**config.mk**
```make
export PLATFORM = sky130hd
export DESIGN_NAME = mem_stage_flat
export DESIGN_NICKNAME = d
export VERILOG_FILES = /design/src/rtl/mem_stage_pkg.sv /design/src/rtl/mem_stage_if.sv /design/src/rtl/mem_align.sv /design/src/rtl/mem_stage.sv /design/src/flat_wrapper.sv
export SDC_FILE = /design/constraint.sdc
export NUM_CORES = 1
export LEC_CHECK = 0
export BUFFER_PORTS_ARGS = -buffer_cell sky130_fd_sc_hd__buf_2
export CAP_MARGIN = 25
export CORE_AREA = 3 3 150 152
export CTS_CLUSTER_DIAMETER = 60
export CTS_CLUSTER_SIZE = 30
export DETAILED_ROUTE_END_ITERATION = 8
export DIE_AREA = 0 0 153 155
export GPL_ROUTABILITY_DRIVEN = 0
export PLACE_DENSITY = 0.62
export REMOVE_ABC_BUFFERS = 1
export SLEW_MARGIN = 20
export SYNTH_ARGS = -nofsm -noshare
export SYNTH_HDL_FRONTEND = slang
export SYNTH_SLANG_ARGS = --single-unit
export TNS_END_PERCENT = 10
```
**constraint.sdc**
```tcl
create_clock -name clk -period 5.6 [get_ports clk]
set_input_delay 1.12 -clock clk [delete_from_list [all_inputs] [get_ports clk]]
set_output_delay 1.12 -clock clk [all_outputs]
set_load 0.03 [all_outputs]
```
**src/rtl/mem_stage_pkg.sv**
```systemverilog
// Shared definitions for the memory-access stage: data-size codes,
// EX/MEM and MEM/WB bundle field offsets/widths, and the FSM state type.
package mem_stage_pkg;

    localparam int XLEN = 32;

    typedef enum logic [1:0] {
        DSZ_WORD  = 2'b00,
        DSZ_HALF  = 2'b01,
        DSZ_BYTE  = 2'b10,
        DSZ_WORD2 = 2'b11
    } dsize_t;

    // EX/MEM bundle, bit 0 is the MSB of nextPC
    localparam int EXM_W        = 174;
    localparam int EXM_NPC      = 0;
    localparam int EXM_OPB      = 32;
    localparam int EXM_DEST     = 64;
    localparam int EXM_ALU      = 69;
    localparam int EXM_PC2REG   = 101;
    localparam int EXM_REG2PC   = 102;
    localparam int EXM_REGWR    = 103;
    localparam int EXM_MEM2REG  = 104;
    localparam int EXM_MEMWR    = 105;
    localparam int EXM_LDSIGN   = 106;
    localparam int EXM_DSIZE    = 107;
    localparam int EXM_LEAPADDR = 109;
    localparam int EXM_LEAP     = 141;
    localparam int EXM_MEMVAL   = 142;

    // MEM/WB bundle
    localparam int MWB_W      = 104;
    localparam int MWB_NPC    = 0;
    localparam int MWB_DEST   = 32;
    localparam int MWB_ALU    = 37;
    localparam int MWB_LDATA  = 69;
    localparam int MWB_PC2REG = 101;
    localparam int MWB_REGWR  = 102;
    localparam int MWB_MEM2REG = 103;

    localparam int DEST_W = 5;

    typedef enum logic {
        S_IDLE = 1'b0,
        S_WAIT = 1'b1
    } state_t;

endpackage

```
**src/rtl/mem_stage_if.sv**
```systemverilog
// Data-memory port between the memory stage (master) and the memory (slave).
// req/we/addr/wdata/be go out; rdata/ack come back, ack may be same-cycle.
interface mem_stage_if;
    import mem_stage_pkg::*;

    logic            req;
    logic            we;
    logic [0:XLEN-1] addr;
    logic [0:XLEN-1] wdata;
    logic [0:3]      be;
    logic [0:XLEN-1] rdata;
    logic            ack;

    modport master (
        output req, we, addr, wdata, be,
        input  rdata, ack
    );

    modport slave (
        input  req, we, addr, wdata, be,
        output rdata, ack
    );

endinterface

```
**src/rtl/mem_align.sv**
```systemverilog
// Combinational lane logic: store data replication and byte enables,
// load byte/half extraction with sign/zero extension, misalign detection.
// Ports: dsize/off/load_sign/is_store/mem_val/rdata in; wdata/be/load_data/misalign out.
module mem_align
    import mem_stage_pkg::*;
(
    input  logic [1:0]      dsize,
    input  logic [1:0]      off,
    input  logic            load_sign,
    input  logic            is_store,
    input  logic [0:XLEN-1] mem_val,
    input  logic [0:XLEN-1] rdata,
    output logic [0:XLEN-1] wdata,
    output logic [0:3]      be,
    output logic [0:XLEN-1] load_data,
    output logic            misalign
);

    logic [0:7]  byte_v;
    logic [0:15] half_v;
    logic [0:3]  st_be;

    always_comb begin
        byte_v    = rdata[0:7];
        half_v    = rdata[0:15];
        wdata     = mem_val;
        st_be     = 4'b1111;
        load_data = rdata;
        misalign  = 1'b0;

        unique case (off)
            2'd0:    byte_v = rdata[0:7];
            2'd1:    byte_v = rdata[8:15];
            2'd2:    byte_v = rdata[16:23];
            default: byte_v = rdata[24:31];
        endcase
        half_v = off[1] ? rdata[16:31] : rdata[0:15];

        unique case (dsize)
            DSZ_BYTE: begin
                wdata     = {4{mem_val[24:31]}};
                // be[0] is the leftmost bit, so shifting right selects lane `off`
                st_be     = 4'b1000 >> off;
                load_data = {{24{load_sign & byte_v[0]}}, byte_v};
            end
            DSZ_HALF: begin
                wdata     = {2{mem_val[16:31]}};
                st_be     = off[1] ? 4'b0011 : 4'b1100;
                load_data = {{16{load_sign & half_v[0]}}, half_v};
                misalign  = off[0];
            end
            default: begin
                misalign = (off != 2'd0);
            end
        endcase

        be = is_store ? st_be : 4'b1111;
    end

endmodule

```
**src/rtl/mem_stage.sv**
```systemverilog
// Memory-access stage: issues data-memory requests, stalls upstream while
// waiting for ack, aborts on timeout, and holds the MEM/WB register.
// Ports: clk, reset (async low), in (EX/MEM), out (MEM/WB), stall,
// dmem (memory master port), misalign pulse, bus_err sticky flag.
module mem_stage
    import mem_stage_pkg::*;
#(
    parameter int IN_W    = 174,
    parameter int OUT_W   = 104,
    parameter int TIMEOUT = 16
)(
    input  logic             clk,
    input  logic             reset,
    input  logic [0:IN_W-1]  in,
    output logic [0:OUT_W-1] out,
    output logic             stall,
    mem_stage_if.master      dmem,
    output logic             misalign,
    output logic             bus_err
);

    localparam int CW = (TIMEOUT > 2) ? $clog2(TIMEOUT) : 1;
    // cnt_q counts finished WAIT cycles; the abort cycle is request
    // cycle number TIMEOUT, i.e. the WAIT cycle that sees TIMEOUT-2.
    localparam logic [CW-1:0] CNT_LAST = CW'(TIMEOUT - 2);

    logic [0:XLEN-1]   npc;
    logic [0:XLEN-1]   alu;
    logic [0:XLEN-1]   mem_val;
    logic [0:DEST_W-1] dest;
    logic              pc2reg;
    logic              reg_wr;
    logic              mem2reg;
    logic              mem_wr;
    logic              ld_sign;
    logic [1:0]        dsize;

    assign npc     = in[EXM_NPC +: XLEN];
    assign alu     = in[EXM_ALU +: XLEN];
    assign mem_val = in[EXM_MEMVAL +: XLEN];
    assign dest    = in[EXM_DEST +: DEST_W];
    assign pc2reg  = in[EXM_PC2REG];
    assign reg_wr  = in[EXM_REGWR];
    assign mem2reg = in[EXM_MEM2REG];
    assign mem_wr  = in[EXM_MEMWR];
    assign ld_sign = in[EXM_LDSIGN];
    assign dsize   = in[EXM_DSIZE +: 2];

    logic unused_in;
    assign unused_in = ^{in[EXM_OPB +: XLEN], in[EXM_REG2PC],
                         in[EXM_LEAPADDR +: XLEN + 1]};

    logic [0:XLEN-1] st_wdata;
    logic [0:3]      st_be;
    logic [0:XLEN-1] ld_data;
    logic            mis;

    mem_align u_align (
        .dsize     (dsize),
        .off       (alu[30:31]),
        .load_sign (ld_sign),
        .is_store  (mem_wr),
        .mem_val   (mem_val),
        .rdata     (dmem.rdata),
        .wdata     (st_wdata),
        .be        (st_be),
        .load_data (ld_data),
        .misalign  (mis)
    );

    state_t           state_q, state_d;
    logic [CW-1:0]    cnt_q, cnt_d;
    logic             bus_err_q, bus_err_d;
    logic [0:OUT_W-1] out_q, out_d;

    logic            memop;
    logic            go;
    logic            abort;
    logic [0:XLEN-1] load_out;
    logic            wr_out;
    logic            m2r_out;

    always_comb begin
        memop = mem2reg | mem_wr;
        go    = memop & ~mis;
        abort = (state_q == S_WAIT) & ~dmem.ack & (cnt_q == CNT_LAST);
    end

    // Outputs are forced low while reset is held, even mid-transaction.
    always_comb begin
        dmem.req   = reset & go & ~abort;
        dmem.we    = reset & go & mem_wr;
        dmem.addr  = {alu[0:29], 2'b00};
        dmem.wdata = st_wdata;
        dmem.be    = st_be;
        stall      = reset & go & ~dmem.ack & ~abort;
        misalign   = reset & memop & mis;
        bus_err    = bus_err_q;
        out        = out_q;
    end

    always_comb begin
        state_d   = state_q;
        cnt_d     = cnt_q;
        bus_err_d = bus_err_q | abort;
        unique case (state_q)
            S_IDLE: begin
                if (go & ~dmem.ack) begin
                    state_d = S_WAIT;
                    cnt_d   = '0;
                end
            end
            S_WAIT: begin
                if (dmem.ack | abort) begin
                    state_d = S_IDLE;
                end else begin
                    cnt_d = cnt_q + 1'b1;
                end
            end
            default: state_d = S_IDLE;
        endcase
    end

    // A stalled edge writes a bubble so writeback never sees a duplicate.
    always_comb begin
        load_out = (mem2reg & go & dmem.ack) ? ld_data : '0;
        wr_out   = reg_wr & ~(memop & mis) & ~abort;
        m2r_out  = mem2reg & ~mis;
        out_d    = stall ? '0 : {npc, dest, alu, load_out,
                                 pc2reg, wr_out, m2r_out};
    end

    always_ff @(posedge clk or negedge reset) begin
        if (!reset) begin
            state_q   <= S_IDLE;
            cnt_q     <= '0;
            bus_err_q <= 1'b0;
            out_q     <= '0;
        end else begin
            state_q   <= state_d;
            cnt_q     <= cnt_d;
            bus_err_q <= bus_err_d;
            out_q     <= out_d;
        end
    end

endmodule

```
**src/flat_wrapper.sv**
```systemverilog
// flat-port wrapper written by rule: the top's interface ports become plain ports
module mem_stage_flat import mem_stage_pkg::*;
#(
    parameter int IN_W    = 174,
    parameter int OUT_W   = 104,
    parameter int TIMEOUT = 16
)
  (clk, reset, in, out, stall, misalign, bus_err, dmem_req, dmem_we, dmem_addr, dmem_wdata, dmem_be, dmem_rdata, dmem_ack);
  mem_stage_if dmem_i ();
  input  logic clk;
  input  logic reset;
  input  logic [0:IN_W-1] in;
  output logic [0:OUT_W-1] out;
  output logic stall;
  output logic misalign;
  output logic bus_err;
  output wire logic [$bits(dmem_i.req)-1:0] dmem_req;
  output wire logic [$bits(dmem_i.we)-1:0] dmem_we;
  output wire logic [$bits(dmem_i.addr)-1:0] dmem_addr;
  output wire logic [$bits(dmem_i.wdata)-1:0] dmem_wdata;
  output wire logic [$bits(dmem_i.be)-1:0] dmem_be;
  input wire logic [$bits(dmem_i.rdata)-1:0] dmem_rdata;
  input wire logic [$bits(dmem_i.ack)-1:0] dmem_ack;
  assign dmem_req = dmem_i.req;
  assign dmem_we = dmem_i.we;
  assign dmem_addr = dmem_i.addr;
  assign dmem_wdata = dmem_i.wdata;
  assign dmem_be = dmem_i.be;
  assign dmem_i.rdata = dmem_rdata;
  assign dmem_i.ack = dmem_ack;
  mem_stage #(.IN_W(IN_W), .OUT_W(OUT_W), .TIMEOUT(TIMEOUT)) u_core (.clk(clk), .reset(reset), .in(in), .out(out), .stall(stall), .dmem(dmem_i), .misalign(misalign), .bus_err(bus_err));
endmodule
```
### Word level (Yosys, flattened, before mapping)

Cells that the tools add are included.

* register bits after elaboration: 110
* latch bits: 0
* bits in writable memories: 0
* bits in read-only memories: 0
* input port bits: 209
* output and inout bits: 177
* logic and storage cells: 59
* memories kept: 0

* add/subtract/negate cells: 1
* multipliers: 0
* div/mod/pow operators: 0
* magnitude comparators: 0
* eq/ne operators: 7
* shifts and indexed selects: 1
* multiplexer cells: 16
* bitwise gates (word level): 27
* reductions and logical operators: 3

Operator list (count)
* $pmux 32 s2: 2
* $mux 104: 1
* $mux 32: 1
* $pmux 8 s3: 1
* $and 1x1->1: 19
* $mux 16: 1
* $mux 4: 4
* $pmux 4 s2: 2
* $not 1->1: 5
* $add 4x1->4 const B: 1
* $eq 2x1->1 const B: 2
* $eq 2x2->1 const B: 2
* $eq 4x4->1 const B: 1
* $pmux 1 s2: 2
* $shr 4x2->4 const A: 1
* $or 1x1->1: 3
* $logic_not 2->1: 1
* $mux 1: 2
* $ne 2x1->1 const B: 1
* $ne 2x2->1 const B: 1
* $reduce_and 2->1: 1
* $reduce_bool 2->1: 1

### Depth between registers and ports, before layout

Gate-level depths: netlist of run 1.

* depth in word-level cells: 8
* gate-level depth with buffers: 7
* mapped depth without buffers: 5

### Hierarchy

From an unflattened synthesis of run 1, not the netlist that was laid out.

* cells, all modules: 488
* area total of the unflattened synthesis: 5103.6 sq um

By module, submodules not included
* mem_stage: instances 1, cells an instance 291, area each 3930.0 sq um, seq. area each 2752.6 sq um
* mem_align: instances 1, cells an instance 197, area each 1173.6 sq um, seq. area each 0.0 sq um

### Worst setup path before layout of run 1

No wires, ideal clock.

* path type: input to output
* start: input in[108] (netlist bit)
* end: output dmem_wdata[20]
* data arrival time: 2.743 ns
* required time: 4.480 ns
* setup slack: 1.737 ns
* cell stages on the path: 6
* path buffers: 3
* path through: inv_1 > ha_1 > buf_2 > buf_2 > buf_2 > o21ai_0

* word-level cells in the longest chain between the ends: 2
* elaborated cells between the ends (all ways): 3
* classes of those cells: eq/ne (2); mux (1)

RTL lines
* from (decl): line flat_wrapper.sv:12 `input logic [0:IN_W-1] in;`
* $eq 2x1->1 or $eq 2x2->1 (tied branches): line mem_align.sv:39 `unique case (dsize)`
* $pmux 32 s2 (*): line mem_align.sv:39
* to (decl): line flat_wrapper.sv:20 `output wire logic [$bits(dmem_i.wdata)-1:0] dmem_wdata;`

Every way passes the cells marked *; elsewhere a longest branch is shown, timed or not.

### Worst setup path after layout of run 1

* start: input in[108] (netlist bit)
* end: output dmem_wdata[11]

Same word-level chain as after synthesis.

==> run metrics, run 1 <==
Slew HR 0.3359; Arrival @ worst endpoint 2.90 ns; Avg Cell Area, Syn between 10 and 15 sq um; total clock sinks 110; largest area contributor in the netlist dfrtp_1; number of global-route vias before repair 4529; leakage power about 0.0036 uW; Layout Nets between 900 and 1000; post-synth top area share 0.5318; clk_skew 0.01594 ns; crit path setup slack, layout 1.577 ns; Total Routing Usage GR 0.1375; outcome completed; final hold vios 0; CTS Hold Buffers Added 0; register area 2753 sq um; post_cts resized 0; P per Cell Area slightly below 300 nW/um^2; DP Worst Slack 1.550 ns; I/O Pins just under 400; initial antenna violation count 0; CP Data Required Time 4.48 ns; fin. max-slew vios 0; DR WL/cell 16.61 microns; Detailed Place HPWL 12880 microns; RSZ-0062 raised after global routing no; Tmin final 4.023 ns; final wirelength between 15000 and 20000 microns; Setup TNS Final 0 ns; largest net degree at the start of global routing 72; CP max FO 39; n_diodes 0; DRC viols 0; row cnt 53; Synth Cell Area 5176 sq um; post-route cell area slightly below 7000 sq um; Crit Path Category in2out; TritonCTS clock tree yes; final period utilization 0.7184; cells after synthesis 477; Synth-to-Final Area Change 34.06%; vias after detailed routing 4557; die area ~24000 sq um; starting density of the core 0.2447; commonest non-fill, non-tap cell in the layout buf_2; Max Clk Rate 248.6 MHz; clk_lat worst skew 0.35 ns; clock-pin slew on the worst setup and hold paths approximately 0.07 ns; H-tree level count 3; CORE AREA 21150 sq um; Startpoint Class input pin; ys flop type dfrtp_1; Seq/Total Area, Yosys 0.5318; Final Util 0.3280; vias per cell 4.472; EDFF count, synth 0; input/output buffers 317; CTS Buf Count 9; Worst Setup End Kind output pin; clock buffer depth 2; antenna viol nets, final 0; fill count between 2000 and 2500; Root Buffer clkbuf_16; Placed Cells 1003; Yosys reg bits 110; Synth area leaders dfrtp_1 (53%), and2_1 (8.9%), buf_4 (6.1%); first-pass GRT wire length around 26000 microns; worst slew pin tran between 0.9 and 1 ns; TritonRoute pass-1 iters 5; Finish-stage setup viols 0; Min-Delay Path Class reg2reg; Ys Warns 0; dpl cell area 6641 sq um; Setup Buffers After CTS 0; Cell Count, Final, Fillers Out approximately 1000; most frequent cells in the layout buf_2 (316), dfrtp_1 (110), and2_1 (74), nand2_1 (47), a221oi_1 (23); # Max-Cap Violations 0; Chip Height 155 microns; die width 153 microns; ys async rst share 1.000; multi-input logic area 1862 sq um; Synth cell types 48; VDD IR-drop max 128.2 uV; GR Overflow Total 0; share of layout cells above drive strength 1 0.4892; DR iter-0 viols approximately 260
[report_power, final]
group | total [uW] | switching (uW) | internal [uW] | leakage [uW]
Combinational | 536 | 366 | 169 | 0.00206
Sequential | 873 | 25.6 | 848 | 0.00138
Clock | 638 | 321 | 317 | 0.000143
[logic make-up (layout without fill, tap and decap cells)]
family | count (synthesis) | after routing | synth area share
buffers and inverters | 87 | 353 | 0.1097
other | 1 | 2 | 0.0007245
multiplexers | 10 | 10 | 0.02151
AO/OA/AOI/OAI | 106 | 106 | 0.1615
flip-flops | 110 | 110 | 0.5318
AND/OR/NAND/NOR | 159 | 159 | 0.1651
adder cells (fa/ha/maj) | 4 | 4 | 0.009669
[registers in the layout, indices dropped and copies added, names as in the netlist]
signal and flops:
u_core.bus_err 1, u_core.out 104, u_core.cnt_q 4, u_core.state_q 1
[metal layers]
layer | up-vias | part of all wire | GRT usage | wire (microns)
li1 | 2133 | - | - | -
met1 | 2173 | 0.40 | 0.1684 | 6818
met2 | 244 | 0.51 | 0.2470 | 8692
met3 | 7 | 0.076 | 0.03421 | 1284
met4 | 0 | 0.0077 | 0.02800 | 130
met5 | - | 0 | 0 | 0
[through the flow]
step	total power, uW	hold slack (ns)
after floorplan	1179	0.5252
after global placement	1422	0.4526
after detailed placement	1429	0.4617
after CTS	2083	0.4795
after global routing	2154	0.4954
final	2046	0.4758
[synth_stat cells (2+ instances only)]
master / instances
dfrtp_1: 110
and2_1: 74
nand2_1: 47
buf_4: 42
a221oi_1: 23
o21ai_0: 21
a22oi_1: 15
inv_1: 15
buf_2: 13
a21oi_1: 10
nor2_1: 10
buf_6: 9
mux2_2: 9
nand3_1: 9
a22o_1: 8
a32oi_1: 8
clkbuf_1: 8
or2_2: 5
ha_1: 4
nand4_1: 3
nor2b_1: 3
a211o_1: 2
a211oi_1: 2
a21oi_2: 2
a31oi_1: 2
[area by class of cell]
class                   instances  area share
repair buffers                322      0.2344
well taps                     275     0.04959
flip-flops and latches        110      0.3967
clock inverters                 7     0.01046
clock buffers                   9     0.03246
inverters                      15    0.008114
multi-input cells             281      0.2683
[worst max-delay path, stage by stage]
cell	delay [ns]
buf_2	0.09
inv_1	0.04
ha_2	0.51
nor2b_1	0.67
a22o_1	0.27
buf_2	0.20
[worst paths after layout]
path / slack (ns) / startpoint / depth (start not counted) / end
min in group asynchronous: 0.82 / reset / 1 / u_core.out[39]
min: 0.48 / u_core.bus_err / 1 / u_core.bus_err
min reg2reg: 0.48 / u_core.bus_err / 1 / u_core.bus_err
max in group asynchronous: 3.52 / reset / 2 / u_core.out[54]
max: 1.58 / in[108] / 6 / dmem_wdata[11]
max reg2reg: 3.64 / u_core.cnt_q[0] / 6 / u_core.out[102]
(Power assumes the default switching activity.)
==> inputs of run 2 (changes only) <==
--- a/config.mk
+++ b/config.mk
@@ -5,13 +5,14 @@
 export SDC_FILE = /design/constraint.sdc
 export NUM_CORES = 1
 export LEC_CHECK = 0
+export ABC_AREA = 1
 export BUFFER_PORTS_ARGS = -buffer_cell sky130_fd_sc_hd__buf_2
 export CAP_MARGIN = 25
-export CORE_AREA = 3 3 150 152
+export CORE_AREA = 3 3 148 150
 export CTS_CLUSTER_DIAMETER = 60
 export CTS_CLUSTER_SIZE = 30
 export DETAILED_ROUTE_END_ITERATION = 8
-export DIE_AREA = 0 0 153 155
+export DIE_AREA = 0 0 151 153
 export GPL_ROUTABILITY_DRIVEN = 0
 export PLACE_DENSITY = 0.62
 export REMOVE_ABC_BUFFERS = 1
==> constraint.sdc (replaced) <==
create_clock -name clk -period 3.87 [get_ports clk]
set_input_delay 0.774 -clock clk [delete_from_list [all_inputs] [get_ports clk]]
set_output_delay 0.774 -clock clk [all_outputs]
set_load 0.03 [all_outputs]
==> run 2 against run 1 <==
Against the previous run: final area rose by 0.85%; via count is 6.5% higher; global-route usage grew 2.0 points; register-to-register slack worse by 1.7 ns; clock power up 49%; final cell count increased by 15%; largest power group unchanged; core utilization is 0.80 points higher.
==> run metrics, run 2 <==
outcome completed (unchanged); CTS Buf Count 9 (unchanged); Layout Nets 1108 (was 952); final hold vios 0 (unchanged); largest area contributor in the netlist dfrtp_1 (unchanged); Chip Height 153 microns (was 155 microns); register area 2753 sq um (unchanged); multiplexer share of the synthesized area 0 (was 0.02151); TritonRoute pass-1 iters 4 (was 5); main combinational cell family by area after synthesis simple AND/OR/NAND/NOR gates (unchanged); reg2reg setup slack 1.98 ns (was 3.64 ns); worst slew pin tran 0.7845 ns (was 0.9962 ns); commonest non-fill, non-tap cell in the layout buf_2 (unchanged); clk_skew 0.01461 ns (was 0.01594 ns); Detailed Place HPWL 14830 microns (was 12880 microns); most frequent cells after synthesis nor2_1 (133), nand2_1 (124), dfrtp_1 (110), inv_1 (91), buf_4 (49) (was dfrtp_1 (110), and2_1 (74), nand2_1 (47), buf_4 (42), a221oi_1 (23)); ys flop type dfrtp_1 (unchanged); worst path cell trace buf_2 -> inv_1 -> nand2_1 -> o21ai_1 -> inv_1 -> nand2_1 -> buf_2 (was buf_2 -> inv_1 -> ha_2 -> nor2b_1 -> a22o_1 -> buf_2); first-pass GRT wire length 27540 microns (was 25770 microns); Arrival @ worst endpoint 2.46 ns (was 2.90 ns); Final Power 2945 uW (was 2046 uW); Synth Area in XOR/XNOR 0.001718 (was 0); clock buffer depth 2 (unchanged); DRC viols 0 (unchanged); ys async rst share 1.000 (unchanged); CP Data Required Time 3.10 ns (was 4.48 ns); VDD IR-drop max 219.8 uV (was 128.2 uV); clock-pin slew on the worst setup and hold paths 0.09 ns (was 0.07 ns); worst hold slack 0.3867 ns (was 0.4758 ns); Setup Buffers After CTS 0 (unchanged); CP max FO 13 (was 39); Post-Synth Adder-Cell Area 0.009816 (was 0.009669); total clock sinks 110 (unchanged); Post-Synth Simple-Gate Area 0.2417 (was 0.1651); # Max-Cap Violations 0 (unchanged); row cnt 53 (unchanged); multi-input logic area 1568 sq um (was 1862 sq um); Synth cell types 27 (was 48); Yosys reg bits 110 (unchanged); post-route cell area 6998 sq um (was 6939 sq um); input/output buffers 317 (unchanged); Tmin final 3.234 ns; Synth area leaders dfrtp_1 (54%), nor2_1 (9.8%), nand2_1 (9.1%) (was dfrtp_1 (53%), and2_1 (8.9%), buf_4 (6.1%)); post_cts resized 0 (unchanged); initial antenna violation count 4 (was 0); H-tree level count 3 (unchanged); capture point of the worst reg-to-reg path u_core.out[12] (was u_core.out[102]); Min-Delay Path Class in2async (was reg2reg); final wirelength 18560 microns (was 16930 microns); I/O Pins 386 (unchanged); CTS Hold Buffers Added 0 (unchanged); Synth-to-Final Area Change 37.25% (was 34.06%); slowest CP cell o21ai_1 (was nor2b_1); vias after detailed routing 4851 (was 4557); clk_lat worst skew 0.36 ns (was 0.35 ns); complex-gate fraction of the synthesized area 0.05276 (was 0.1615); die area 23100 sq um (was 23720 sq um); Worst Setup End Kind output pin (unchanged); TritonCTS clock tree yes (unchanged); P per Cell Area 420.9 nW/um^2 (was 294.9 nW/um^2); Slew HR 0.4735 (was 0.3359); fin. max-slew vios 0 (unchanged); Total Routing Usage GR 0.1573 (was 0.1375); crit-path max cell delay 0.63 ns (was 0.67 ns); share of layout cells above drive strength 1 0.4067 (was 0.4892); CORE AREA 20820 sq um (was 21150 sq um); leakage power 0.004155 uW (was 0.003580 uW); Avg Cell Area, Syn 8.264 sq um (was 10.85 sq um); final period utilization 0.8357; Root Buffer clkbuf_16 (unchanged); number of global-route vias before repair 4860 (was 4529); crit path setup slack, layout 0.6360 ns (was 1.577 ns); Seq/Total Area, Yosys 0.5399 (was 0.5318); largest net degree at the start of global routing 73 (was 72); n_diodes 0 (unchanged); fill count 2224 (was 2172); post-synth top area share 0.5399 (was 0.5318); die width 151 microns (was 153 microns); most frequent cells in the layout buf_2 (316), nor2_1 (133), nand2_1 (124), dfrtp_1 (110), inv_1 (91) (was buf_2 (316), dfrtp_1 (110), and2_1 (74), nand2_1 (47), a221oi_1 (23)); starting density of the core 0.2449 (was 0.2447); DR iter-0 viols 202 (was 257); DR WL/cell 15.80 microns (was 16.61 microns); Crit Path Category in2out (unchanged); vias per cell 4.129 (was 4.472); RSZ-0062 raised after global routing no (unchanged); GR Overflow Total 0 (unchanged); FF-to-FF path depth 9 (was 6); Ys Warns 0 (unchanged); Synth Cell Area 5099 sq um (was 5176 sq um); cells after synthesis 617 (was 477); top-count cell post-synth nor2_1 (was dfrtp_1); Startpoint Class input pin (unchanged); antenna viol nets, final 0 (unchanged); max reg flops 104 (unchanged); Finish-stage setup viols 0 (unchanged); DP Worst Slack 0.5712 ns (was 1.550 ns); dpl cell area 6695 sq um (was 6641 sq um); worst reg2reg startpoint u_core.cnt_q[0] (unchanged); EDFF count, synth 0 (unchanged); Max Clk Rate 309.2 MHz
[run 2: changes by cell type in the layout (fill, tap and decap cells not counted), moves of 6 or more]
| cell | delta |
|---|---|
| a21oi_1 | +8 |
| a221oi_1 | -23 |
| a22o_1 | -8 |
| a22oi_1 | -15 |
| a32oi_1 | -8 |
| and2_1 | -74 |
| inv_1 | +76 |
| mux2_2 | -9 |
| nand2_1 | +77 |
| nand3_1 | +6 |
| nor2_1 | +123 |
| nor2_2 | +11 |
[run 2: per-stage QoR]
stage,instances,TNS [ns],utilization
final,1175,0,0.3361
after global placement,1159,0,0.3215
after detailed placement,1159,0,0.3215
after CTS,1175,0,0.3361
after floorplan,557,-0.4800,-
after global routing,1175,0,0.3361
[run 2: final cells by class]
cell class / count / share of cell area
Tap cell: 275 / 0.04917
Inverter: 93 / 0.05060
Clock buffer: 9 / 0.03218
Timing Repair Buffer: 327 / 0.2396
Multi-Input combinational cell: 354 / 0.2240
Clock inverter: 7 / 0.01109
Sequential cell: 110 / 0.3933
[run 2: worst max path at each step]
stage,cells past startpoint,slack [ns],end,start
floorplan,9,-0.48,stall,in[108]
global placement,7,0.60,dmem_be[2],in[99]
detailed placement,7,0.57,dmem_be[2],in[99]
CTS,7,0.56,dmem_be[2],in[99]
global route,7,0.40,dmem_be[2],in[99]
finish,7,0.64,dmem_be[2],in[99]
[run 2: cell families (layout without fill, tap and decap cells)]
logic type               after synthesis  count (layout)
other                                  1               2
AND/OR/NAND/NOR                      296             296
flip-flops                           110             110
adder cells (fa/ha/maj)                4               4
buffers and inverters                154             436
AO/OA/AOI/OAI                         51              51
XOR/XNOR                               1               1
[run 2: layer usage]
metal / routed length (microns) / vias up / global-route usage
li1: - / 2349 / -
met1: 6883 / 2226 / 0.1735
met2: 9641 / 245 / 0.2937
met3: 1790 / 23 / 0.04951
met4: 199 / 8 / 0.03109
met5: 48 / - / 0
[run 2: worst max-delay path: cells and delay by family]
kind / cells / cell delay, ns
simple gates: 2 / 0.21
buf+inv: 4 / 0.83
compound gates: 1 / 0.63
[run 2: report_power, final]
part,total [uW],switching (uW),internal (uW)
clock network,949,487,462
logic,751,536,215
registers,1250,24.7,1220
total,2950,1050,1900
